**src/rtl/vic_regs.sv**
```systemverilog
// VIC register block: CPU-visible register file, raster counter and decoded display outputs.
// Latency: cpu_dout one cycle after a read; display outputs one cycle after a write (SHADOW=0) or frame_start (SHADOW=1).
// Backpressure: none; every CPU access and sync pulse is accepted on the cycle it is presented.
module vic_regs #(
    parameter int SHADOW = 1
) (
    input  logic        clk,
    input  logic        reset,
    input  logic        cpu_cs,
    input  logic        cpu_we,
    input  logic [3:0]  cpu_addr,
    input  logic [7:0]  cpu_din,
    output logic [7:0]  cpu_dout,
    input  logic        line_start,
    input  logic        frame_start,
    output logic [15:0] screen_addr,
    output logic [15:0] char_rom_addr,
    output logic [15:0] color_ram_addr,
    output logic [2:0]  border_color,
    output logic [3:0]  back_color,
    output logic        inverted,
    output logic        chars8x16,
    output logic [3:0]  aux_color,
    output logic [6:0]  xorigin,
    output logic [6:0]  yorigin,
    output logic [6:0]  rows,
    output logic [6:0]  cols,
    output logic [3:0]  volume,
    output logic [8:0]  raster
);

    typedef struct packed {
        logic [15:0] screen_addr;
        logic [15:0] char_rom_addr;
        logic [15:0] color_ram_addr;
        logic [2:0]  border_color;
        logic [3:0]  back_color;
        logic        inverted;
        logic        chars8x16;
        logic [3:0]  aux_color;
        logic [6:0]  xorigin;
        logic [6:0]  yorigin;
        logic [6:0]  rows;
        logic [6:0]  cols;
    } disp_t;

    // Power-on contents of the register file; read-only slots stay zero and are never read back.
    function automatic logic [7:0] f_preset(input logic [3:0] idx);
        case (idx)
            4'h0:    f_preset = 8'h0C;
            4'h1:    f_preset = 8'h26;
            4'h2:    f_preset = 8'h96;
            4'h3:    f_preset = 8'h2E;
            4'h5:    f_preset = 8'hF0;
            4'hF:    f_preset = 8'h1B;
            default: f_preset = 8'h00;
        endcase
    endfunction

    // Turn raw register bytes into the display-side view. VIC addresses are 14 bits;
    // the CPU sees VIC bit 13 inverted at A15 with A14:A13 forced low.
    function automatic disp_t f_decode(input logic [7:0] r0, input logic [7:0] r1,
                                       input logic [7:0] r2, input logic [7:0] r3,
                                       input logic [7:0] r5, input logic [7:0] re,
                                       input logic [7:0] rf);
        disp_t       d;
        logic [13:0] va;
        logic [13:0] vc;
        va               = {r5[7:4], r2[7], 9'b0};
        vc               = {r5[3:0], 10'b0};
        d.screen_addr    = {~va[13], 2'b00, va[12:0]};
        d.char_rom_addr  = {~vc[13], 2'b00, vc[12:0]};
        d.color_ram_addr = r2[7] ? 16'h9600 : 16'h9400;
        d.border_color   = rf[2:0];
        d.back_color     = rf[7:4];
        d.inverted       = ~rf[3];
        d.chars8x16      = r3[0];
        d.aux_color      = re[7:4];
        d.xorigin        = r0[6:0];
        d.yorigin        = r1[6:0];
        d.rows           = {1'b0, r3[6:1]};
        d.cols           = r2[6:0];
        return d;
    endfunction

    logic [7:0] r_regs [16];
    logic [7:0] w_regs_nxt [16];
    logic [8:0] r_raster;
    logic [7:0] r_dout;
    logic [7:0] w_rd_dat;
    disp_t      r_disp;
    disp_t      w_disp_nxt;
    logic       w_wr;
    logic       w_rd;

    assign w_wr = cpu_cs & cpu_we;
    assign w_rd = cpu_cs & ~cpu_we;

    // Register file as it will look after this edge; R3 bit7, R4 and R6-R9 never take writes.
    always_comb begin
        w_regs_nxt = r_regs;
        if (w_wr) begin
            case (cpu_addr)
                4'h3:                         w_regs_nxt[3] = {1'b0, cpu_din[6:0]};
                4'h4, 4'h6, 4'h7, 4'h8, 4'h9: ;
                default:                      w_regs_nxt[cpu_addr] = cpu_din;
            endcase
        end
    end

    // Read mux: raster is spliced into R3/R4, R6-R9 return fixed bus values.
    always_comb begin
        w_rd_dat = r_regs[cpu_addr];
        case (cpu_addr)
            4'h3:       w_rd_dat = {r_raster[0], r_regs[3][6:0]};
            4'h4:       w_rd_dat = r_raster[8:1];
            4'h6, 4'h7: w_rd_dat = 8'h00;
            4'h8, 4'h9: w_rd_dat = 8'hFF;
            default:    ;
        endcase
    end

    // Decode from the post-write view so a write coinciding with the load point is not lost.
    always_comb begin
        w_disp_nxt = f_decode(w_regs_nxt[0], w_regs_nxt[1], w_regs_nxt[2], w_regs_nxt[3],
                              w_regs_nxt[5], w_regs_nxt[14], w_regs_nxt[15]);
    end

    // Register file update.
    always_ff @(posedge clk or posedge reset) begin
        if (reset) begin
            for (int i = 0; i < 16; i++) begin
                r_regs[i] <= f_preset(4'(i));
            end
        end else begin
            r_regs <= w_regs_nxt;
        end
    end

    // Raster counter: frame_start has priority over line_start; natural 9-bit wrap.
    always_ff @(posedge clk or posedge reset) begin
        if (reset) begin
            r_raster <= 9'd0;
        end else if (frame_start) begin
            r_raster <= 9'd0;
        end else if (line_start) begin
            r_raster <= r_raster + 9'd1;
        end
    end

    // Registered read data, held between reads.
    always_ff @(posedge clk or posedge reset) begin
        if (reset) begin
            r_dout <= 8'h00;
        end else if (w_rd) begin
            r_dout <= w_rd_dat;
        end
    end

    // Display outputs: shadowed until frame_start, or tracking writes directly when unshadowed.
    always_ff @(posedge clk or posedge reset) begin
        if (reset) begin
            r_disp <= f_decode(8'h0C, 8'h26, 8'h96, 8'h2E, 8'hF0, 8'h00, 8'h1B);
        end else if ((SHADOW == 0) || frame_start) begin
            r_disp <= w_disp_nxt;
        end
    end

    assign cpu_dout       = r_dout;
    assign raster         = r_raster;
    assign volume         = r_regs[14][3:0];
    assign screen_addr    = r_disp.screen_addr;
    assign char_rom_addr  = r_disp.char_rom_addr;
    assign color_ram_addr = r_disp.color_ram_addr;
    assign border_color   = r_disp.border_color;
    assign back_color     = r_disp.back_color;
    assign inverted       = r_disp.inverted;
    assign chars8x16      = r_disp.chars8x16;
    assign aux_color      = r_disp.aux_color;
    assign xorigin        = r_disp.xorigin;
    assign yorigin        = r_disp.yorigin;
    assign rows           = r_disp.rows;
    assign cols           = r_disp.cols;

endmodule
```
**config.mk**
```make
export PLATFORM = sky130hd
export DESIGN_NAME = vic_regs
export DESIGN_NICKNAME = d
export VERILOG_FILES = /design/src/rtl/vic_regs.sv
export SDC_FILE = /design/constraint.sdc
export NUM_CORES = 1
export LEC_CHECK = 0
export ABC_AREA = 0
export ABC_CLOCK_PERIOD_IN_PS = 6900
export BUFFER_PORTS_ARGS = -buffer_cell sky130_fd_sc_hd__buf_2
export CAP_MARGIN = 20
export CELL_PAD_IN_SITES_DETAIL_PLACEMENT = 1
export CELL_PAD_IN_SITES_GLOBAL_PLACEMENT = 1
export CORE_ASPECT_RATIO = 1.5
export CORE_UTILIZATION = 45
export CTS_CLUSTER_DIAMETER = 100
export DETAILED_ROUTE_END_ITERATION = 6
export PLACE_DENSITY = 0.84
export REMOVE_ABC_BUFFERS = 1
export SLEW_MARGIN = 20
export SYNTH_ARGS = -nofsm -noshare
export SYNTH_HDL_FRONTEND = slang
export SYNTH_SLANG_ARGS = --single-unit
```
**constraint.sdc**
```tcl
create_clock -name clk -period 6.9 [get_ports clk]
set_clock_uncertainty 0.15 [all_clocks]
set_input_delay 1.38 -clock clk [delete_from_list [all_inputs] [get_ports clk]]
set_output_delay 1.38 -clock clk [all_outputs]
set_load 0.05 [all_outputs]
```
==> reports/metrics.yaml, run 1 <==
status:
  outcome: "complete, but fails checks"
  failed_checks: "DRC"
setup_path:
  timing.critical_path.mode_cell: "mux2_2"
  path_class: "primary input to register"
  rr_worst_depth: 4
  slowest_stage: "nor3_2"
  cp.required_ns: 7.06
  r2r-start: "volume[1]"
  critPathTopFamily: "simple AND/OR/NAND/NOR gates"
  cp_max_fo: 29
  crit_arrival_ns: 3.69
  path_cells: "buf_2 -> nand4_2 -> nor3_2 -> mux2_2 -> mux2_2"
  slowest_delay_ns: 0.76
  start_kind: "primary input"
  critPathBufInv: 1
  crit_path_end_kind: "register"
  reg2reg_slack_ns: 5.17
  rr_endpoint: "cpu_dout[1]"
synth:
  ys_seq_area_share_pct: 55.6
  synth_area_leaders: "dfrtp_1 (42%), mux2_2 (17%), dfstp_2 (13%)"
  syn_area_um2: 8110
  synth_cell_types: 48
  synth_enable_flop_cells: 0
  yosysMostFrequentCell: "dfrtp_1"
  synth_top_cell_by_area: "dfrtp_1"
  synth_top_area_share_pct: 42.3
  ys_warn_count: 0
  synthTopCellsByCount: "dfrtp_1 (137), mux2_2 (119), buf_4 (47)"
  ys_seq_elements: 178
  ys.flop_type: "dfrtp_1"
  postSynthCellCount: 581
  ys_async_sr_fraction_pct: 100
  syn_area_per_cell_um2: 14.0
power_and_ir_drop:
  intPower_w: 0.00207
  p_sw_w: 0.00108
  swShare_pct: 34.3
  powerDensity_nw_per_um2: 351
  seq_power_share_pct: 43.5
  leakage_nw: 4.21
  ir_worst_vdd_v: 0.000178
  comb_power_share_pct: 25.6
  pwr-share-clk_pct: 30.9
global_route:
  grt_max_degree: 83
  grt_pass1_vias: 5482
  grt_usage_pct: 23.3
  grt_pass1_wl_um: 32700
  antenna_found_initial: 0
  grt-ovfl-total: 0
route:
  dr.pass1.iters: 7
  wl_per_cell_um: 23.7
  routed_wl_um: 20200
  viasPerCell: 5.75
  ant_nets: 0
  route.detailed.drc: 16
  via_count: 4896
  drt_iter0_drc: 379
cells_and_area:
  drive_gt1_share_pct: 50.5
  n_antenna_cell: 0
  multi_input_area_um2: 3120
  finish.instance_area_um2: 8990
  seqCellArea_um2: 4510
  areaGrowthSynthToFinish_pct: 10.9
  fillers: 1749
  num-nets-final: 644
hold_path:
  hold_class: "register to register"
  min_from: "r_regs[64]"
  min_to: "r_regs[64]"
  hold_depth: 0
die:
  die_h_um: 166
  fp-row-count: 59
  io_pins: 128
  fp.coreArea_um2: 17500
  initial_core_util_pct: 46.3
  die-width_um: 112
  dieArea_um2: 18600
placed_design:
  gp_congestion: 0.812
  placed_cell_area_um2: 8400
  pre_cts_slack_ns: 3.05
  portBuffers: 88
  post-dp-hpwl_um: 13600
sta:
  max_freq_mhz: 283
  setup_violations: 0
  setup_tns_ns: 0
  hold_violations: 0
  drv_slew: 0
  post-route-period-util_pct: 51.3
  setup_ws_ns: 3.36
  period_needed_ns: 3.54
  timing.hold.ws_ns: 0.224
  worstMarginPinSlew_ns: 0.907
  rsz0062_at_grt: "false"
  slew_headroom_pct: 39.2
clocking:
  cts_buffer_depth: 2
  path_clk_slew_ns: 0.07
  post_cts_buffers: 0
  cts_buffers: 17
  cts-root-buf: "clkbuf_16"
  clk_latency_ns: 0.43
  clock_sinks: 178
  cts_tree: "yes"
  cts_hold_buf: 0
  ctsResizeCount: 0
  cts_max_level: 4
run:
  drv_cap: 0
cells by family (layout without fill, tap and decap cells):
| group | count (synthesis) | in the layout | synth area share (%) |
|---|---|---|---|
| flops | 178 | 178 | 55.6 |
| mux | 175 | 175 | 27.1 |
| buf+inv | 114 | 134 | 7.73 |
| compound gates | 58 | 58 | 5.32 |
| simple gates | 48 | 48 | 3.47 |
| xor+xnor | 5 | 5 | 0.540 |
| other cells | 2 | 39 | 0.0926 |
| fa+ha+maj | 1 | 1 | 0.154 |
metal layers:
| layer | vias up | GRT usage (%) | wire length [µm] | part of all wire (%) |
|---|---|---|---|---|
| met5 | - | 0 | 0 | 0 |
| met3 | 53 | 4.29 | 814 | 4.0 |
| met2 | 208 | 40.3 | 10500 | 52 |
| li1 | 2065 | - | - | - |
| met1 | 2570 | 27.2 | 7850 | 39 |
| met4 | 0 | 13.1 | 952 | 4.7 |
stage by stage:
| stage | power [W] | instances | utilization (%) |
|---|---|---|---|
| 2_1_floorplan | 0.00196 | 514 | - |
| 3_3_place_gp | 0.00215 | 819 | 48.0 |
| 3_5_place_dp | 0.00219 | 819 | 48.0 |
| 4_1_cts | 0.00318 | 851 | 51.4 |
| 5_1_grt | 0.00327 | 851 | 51.4 |
| 6_report | 0.00315 | 851 | 51.4 |
final cells by class:
class / instances / area share [%]
flip-flops and latches: 178 / 50.1
multi-input cells: 326 / 34.7
repair buffers: 92 / 5.23
clock buffers: 22 / 5.16
well taps: 213 / 2.96
clock inverters: 10 / 1.39
inverters: 10 / 0.473
power groups by stage:
stage	logic [W]	registers [W]	clock network (W)
after floorplan	0.000315	0.00164	0
after global placement	0.000781	0.00137	0
after detailed placement	0.000805	0.00138	0
after CTS	0.000813	0.00137	0.000992
after global routing	0.000846	0.00139	0.00103
final	0.000807	0.00137	0.000976
placed cells by master, fill, tap and decap left out, drive strengths merged, types with 12 or more instances in the layout:
cell type	netlist	final
inv	10	13
clkbuf	44	22
dfstp	41	41
conb	2	39
mux2i	12	12
mux2	146	146
dfrtp	137	137
mux4	17	17
buf	60	92
nor2	14	14
worst reg2reg max path, delay by kind of cell (launching register included):
kind / cells / cell delay (ns)
mux: 1 / 0.48
flops: 1 / 0.42
compound gates: 3 / 0.57
flip-flops by register name, indices dropped and copies added, names as in the netlist:
signal and cells:
border_color 3, aux_color 4, char_rom_addr 4, cpu_dout 8, inverted 1, raster 9
back_color 4, xorigin 7, chars8x16 1, cols 7, rows 6, r_regs 108
yorigin 7, volume 4, screen_addr 5
worst max-delay path by stage:
stage | to | cells after the start | from | slack (ns)
floorplan | aux_color[0] | 1 | reset | 0.61
global placement | chars8x16 | 5 | cpu_addr[0] | 3.12
detailed placement | rows[3] | 5 | cpu_addr[0] | 3.05
CTS | chars8x16 | 5 | cpu_addr[1] | 3.41
global route | rows[5] | 5 | cpu_addr[1] | 3.31
finish | chars8x16 | 5 | cpu_addr[1] | 3.36
Power figures use the tool's default switching activity.
==> inputs of run 2 (changes only) <==
- ABC_AREA: 0 -> 1
- ABC_CLOCK_PERIOD_IN_PS: 6900 -> 3700
- CORE_UTILIZATION: 45 -> 42
- PLACE_DENSITY: 0.84 -> 0.85
- clock period: 6.9 -> 3.7 ns (I/O delays scaled with it)
==> run 2 against run 1 <==
The flow now finishes without violations. Die area increased by 23%. Worst setup slack got worse by 2.2 ns. Sequential cell count increased by 16. Final cell count is 78% higher. Sequential power is 94% higher. Global-route usage rose by 1.7 points. Power rose by 86%. Combinational power up 69%. Design area increased by 14%. Synthesized cell count increased by 110%. Critical path depth increased by 1.
==> reports/metrics.yaml, run 2 <==
synth:
  ys_seq_area_share_pct: 52.5  # -3.1 points
  synth_area_leaders: "dfrtp_1 (41%), nand2_1 (22%), dfstp_2 (12%)"
  synth_top_area_share_pct: 41.0  # -1.3 points
  synth_top_cell_by_area: "dfrtp_1"
  syn_area_um2: 9340  # +15%
  ys.flop_type: "dfrtp_1"
  ys_warn_count: 0  # unchanged
  synth_enable_flop_cells: 0  # unchanged
  yosysMostFrequentCell: "nand2_1"
  syn_area_per_cell_um2: 7.75  # -44%
  ys_seq_elements: 194  # +9.0%
  synth_cell_types: 27  # -44%
  ys_async_sr_fraction_pct: 100  # unchanged
  synthTopCellsByCount: "nand2_1 (549), dfrtp_1 (153), nor2_1 (72)"
  postSynthCellCount: 1206  # +110%
route:
  drt_iter0_drc: 510  # +35%
  dr.pass1.iters: 5  # -2
  via_count: 7777  # +59%
  routed_wl_um: 26500  # +31%
  wl_per_cell_um: 17.5  # -26%
  route.detailed.drc: 0  # -16
  ant_nets: 0  # unchanged
  viasPerCell: 5.14  # -11%
clocking:
  cts_max_level: 4  # unchanged
  cts_hold_buf: 0  # unchanged
  cts_buffers: 17  # unchanged
  clk_latency_ns: 0.44  # about the same
  cts_buffer_depth: 2  # unchanged
  path_clk_slew_ns: 0.07  # about the same
  ctsResizeCount: 0  # unchanged
  clock_sinks: 194  # +9.0%
  cts-root-buf: "clkbuf_16"
  post_cts_buffers: 0  # unchanged
  cts_tree: "yes"
die:
  initial_core_util_pct: 43.0  # -3.3 points
  io_pins: 128  # unchanged
  die-width_um: 124  # +11%
  fp-row-count: 66  # +12%
  fp.coreArea_um2: 21700  # +24%
  die_h_um: 185  # +11%
  dieArea_um2: 22900  # +23%
sta:
  period_needed_ns: 2.58
  slew_headroom_pct: 34.5  # -4.7 points
  hold_violations: 0  # unchanged
  post-route-period-util_pct: 69.8
  max_freq_mhz: 387
  rsz0062_at_grt: "false"
  drv_slew: 0  # unchanged
  setup_violations: 0  # unchanged
  worstMarginPinSlew_ns: 0.982  # +0.0748 ns
  timing.hold.ws_ns: 0.207  # -0.0177 ns
setup_path:
  start_kind: "primary input"
  path_class: "primary input to register"
  reg2reg_slack_ns: 2.01  # -3.16 ns
  cp_max_fo: 18  # -38%
  rr_worst_depth: 9  # +5
  crit_path_end_kind: "register"
  crit_arrival_ns: 2.80  # -0.89 ns
  cp.required_ns: 3.91  # -3.15 ns
cells_and_area:
  utilization_pct: 47.2  # -4.2 points
  num-nets-final: 1247  # +94%
  largest-register: "r_regs"
  layout_commonest_cell: "nand2_1"
  finalNonFillerCells: 1513  # +78%
  largest_reg_flops: 124  # +15%
  layout_common_cells: "nand2_1 (549), dfrtp_1 (153), buf_2 (88)"
  areaGrowthSynthToFinish_pct: 9.76
  n_antenna_cell: 0  # unchanged
  drive_gt1_share_pct: 15.3  # -35 points
  finish.instance_area_um2: 10300  # +14%
global_route:
  grt_pass1_vias: 8211  # +50%
  grt_usage_pct: 25.0  # +1.7 points
  grt_max_degree: 85  # +2.4%
  antenna_found_initial: 0  # unchanged
  grt-ovfl-total: 0  # unchanged
  grt_pass1_wl_um: 43100  # +32%
power_and_ir_drop:
  power_w: 0.00585  # +86%
  leakage_nw: 5.36  # +27%
  powerDensity_nw_per_um2: 571  # +63%
  ir_worst_vdd_v: 0.000326  # +83%
placed_design:
  dp.cells: 1481  # +81%
  portBuffers: 88  # unchanged
  post-dp-hpwl_um: 18100  # +34%
  gp_congestion: 0.808  # -0.43%
  placed_cell_area_um2: 9680  # +15%
hold_path:
  hold_class: "primary input to asynchronous set/reset pin"
status:
  outcome: "completed"
run:
  drv_cap: 0  # unchanged
## run 2: cell types whose count changed in the layout (fill, tap and decap cells not counted), moves of 42 or more
cell     before  now
nand3_1       0   45
nor2_1       11   72
o21ai_1       0   42
mux2_2      119    0
o21ai_0       5   69
nand2_1       9  549
## run 2: final timing paths
path | end | startpoint
min in group clk | r_regs[48] | r_regs[48]
max in group asynchronous | r_regs[84] | reset
worst min-delay path | r_regs[77] | reset
worst max register to register | raster[8] | raster[0]
worst max-delay path | xorigin[2] | cpu_addr[1]
worst min register to register | r_regs[48] | r_regs[48]
## run 2: final cells by class
| class | count | area [µm²] |
|---|---|---|
| Clock buffer | 23 | 468 |
| Timing Repair Buffer | 105 | 593 |
| Tap cell | 272 | 340 |
| Clock inverter | 9 | 106 |
| Inverter | 39 | 154 |
| Multi-Input combinational cell | 871 | 3690 |
| Sequential cell | 194 | 4910 |
| Fill cell | 2745 | 11500 |
## run 2: power by group
part	total (W)	internal (W)	switching [W]
sequential	0.00266	0.00246	0.000202
combinational	0.00136	0.000324	0.00103
clock	0.00184	0.00103	0.000806
total	0.00585	0.00381	0.00204
## run 2: per-stage QoR
step | setup WS, ns | setup TNS [ns]
floorplan | -2.41 | -407.04
global placement | 0.842 | 0
detailed placement | 0.697 | 0
CTS | 1.15 | 0
global route | 0.917 | 0
finish | 1.12 | 0
## run 2: worst max-delay path, stage by stage
cell and delay, ns:
buf_2 0.25, nor2_1 0.67, nand2_1 0.48, o21ai_0 0.34
nand2_1 0.14, a31oi_1 0.17
## run 2: per-layer routing
layer | track usage, % | wire length [µm] | up-vias | share of wire, %
li1 | - | - | 3717 | -
met1 | 29.8 | 10900 | 3834 | 41
met2 | 44.2 | 14000 | 180 | 53
met3 | 3.43 | 783 | 46 | 3.0
met4 | 10.4 | 841 | 0 | 3.2
met5 | 0 | 0 | - | 0
## run 2: kinds of logic after synthesis
| group | count (synthesis) | synth area share (%) |
|---|---|---|
| other cells | 2 | 0.0804 |
| compound gates | 150 | 8.42 |
| fa+ha+maj | 1 | 0.134 |
| simple gates | 680 | 29.3 |
| flops | 194 | 52.5 |
| buf+inv | 178 | 9.51 |
| xor+xnor | 1 | 0.0938 |
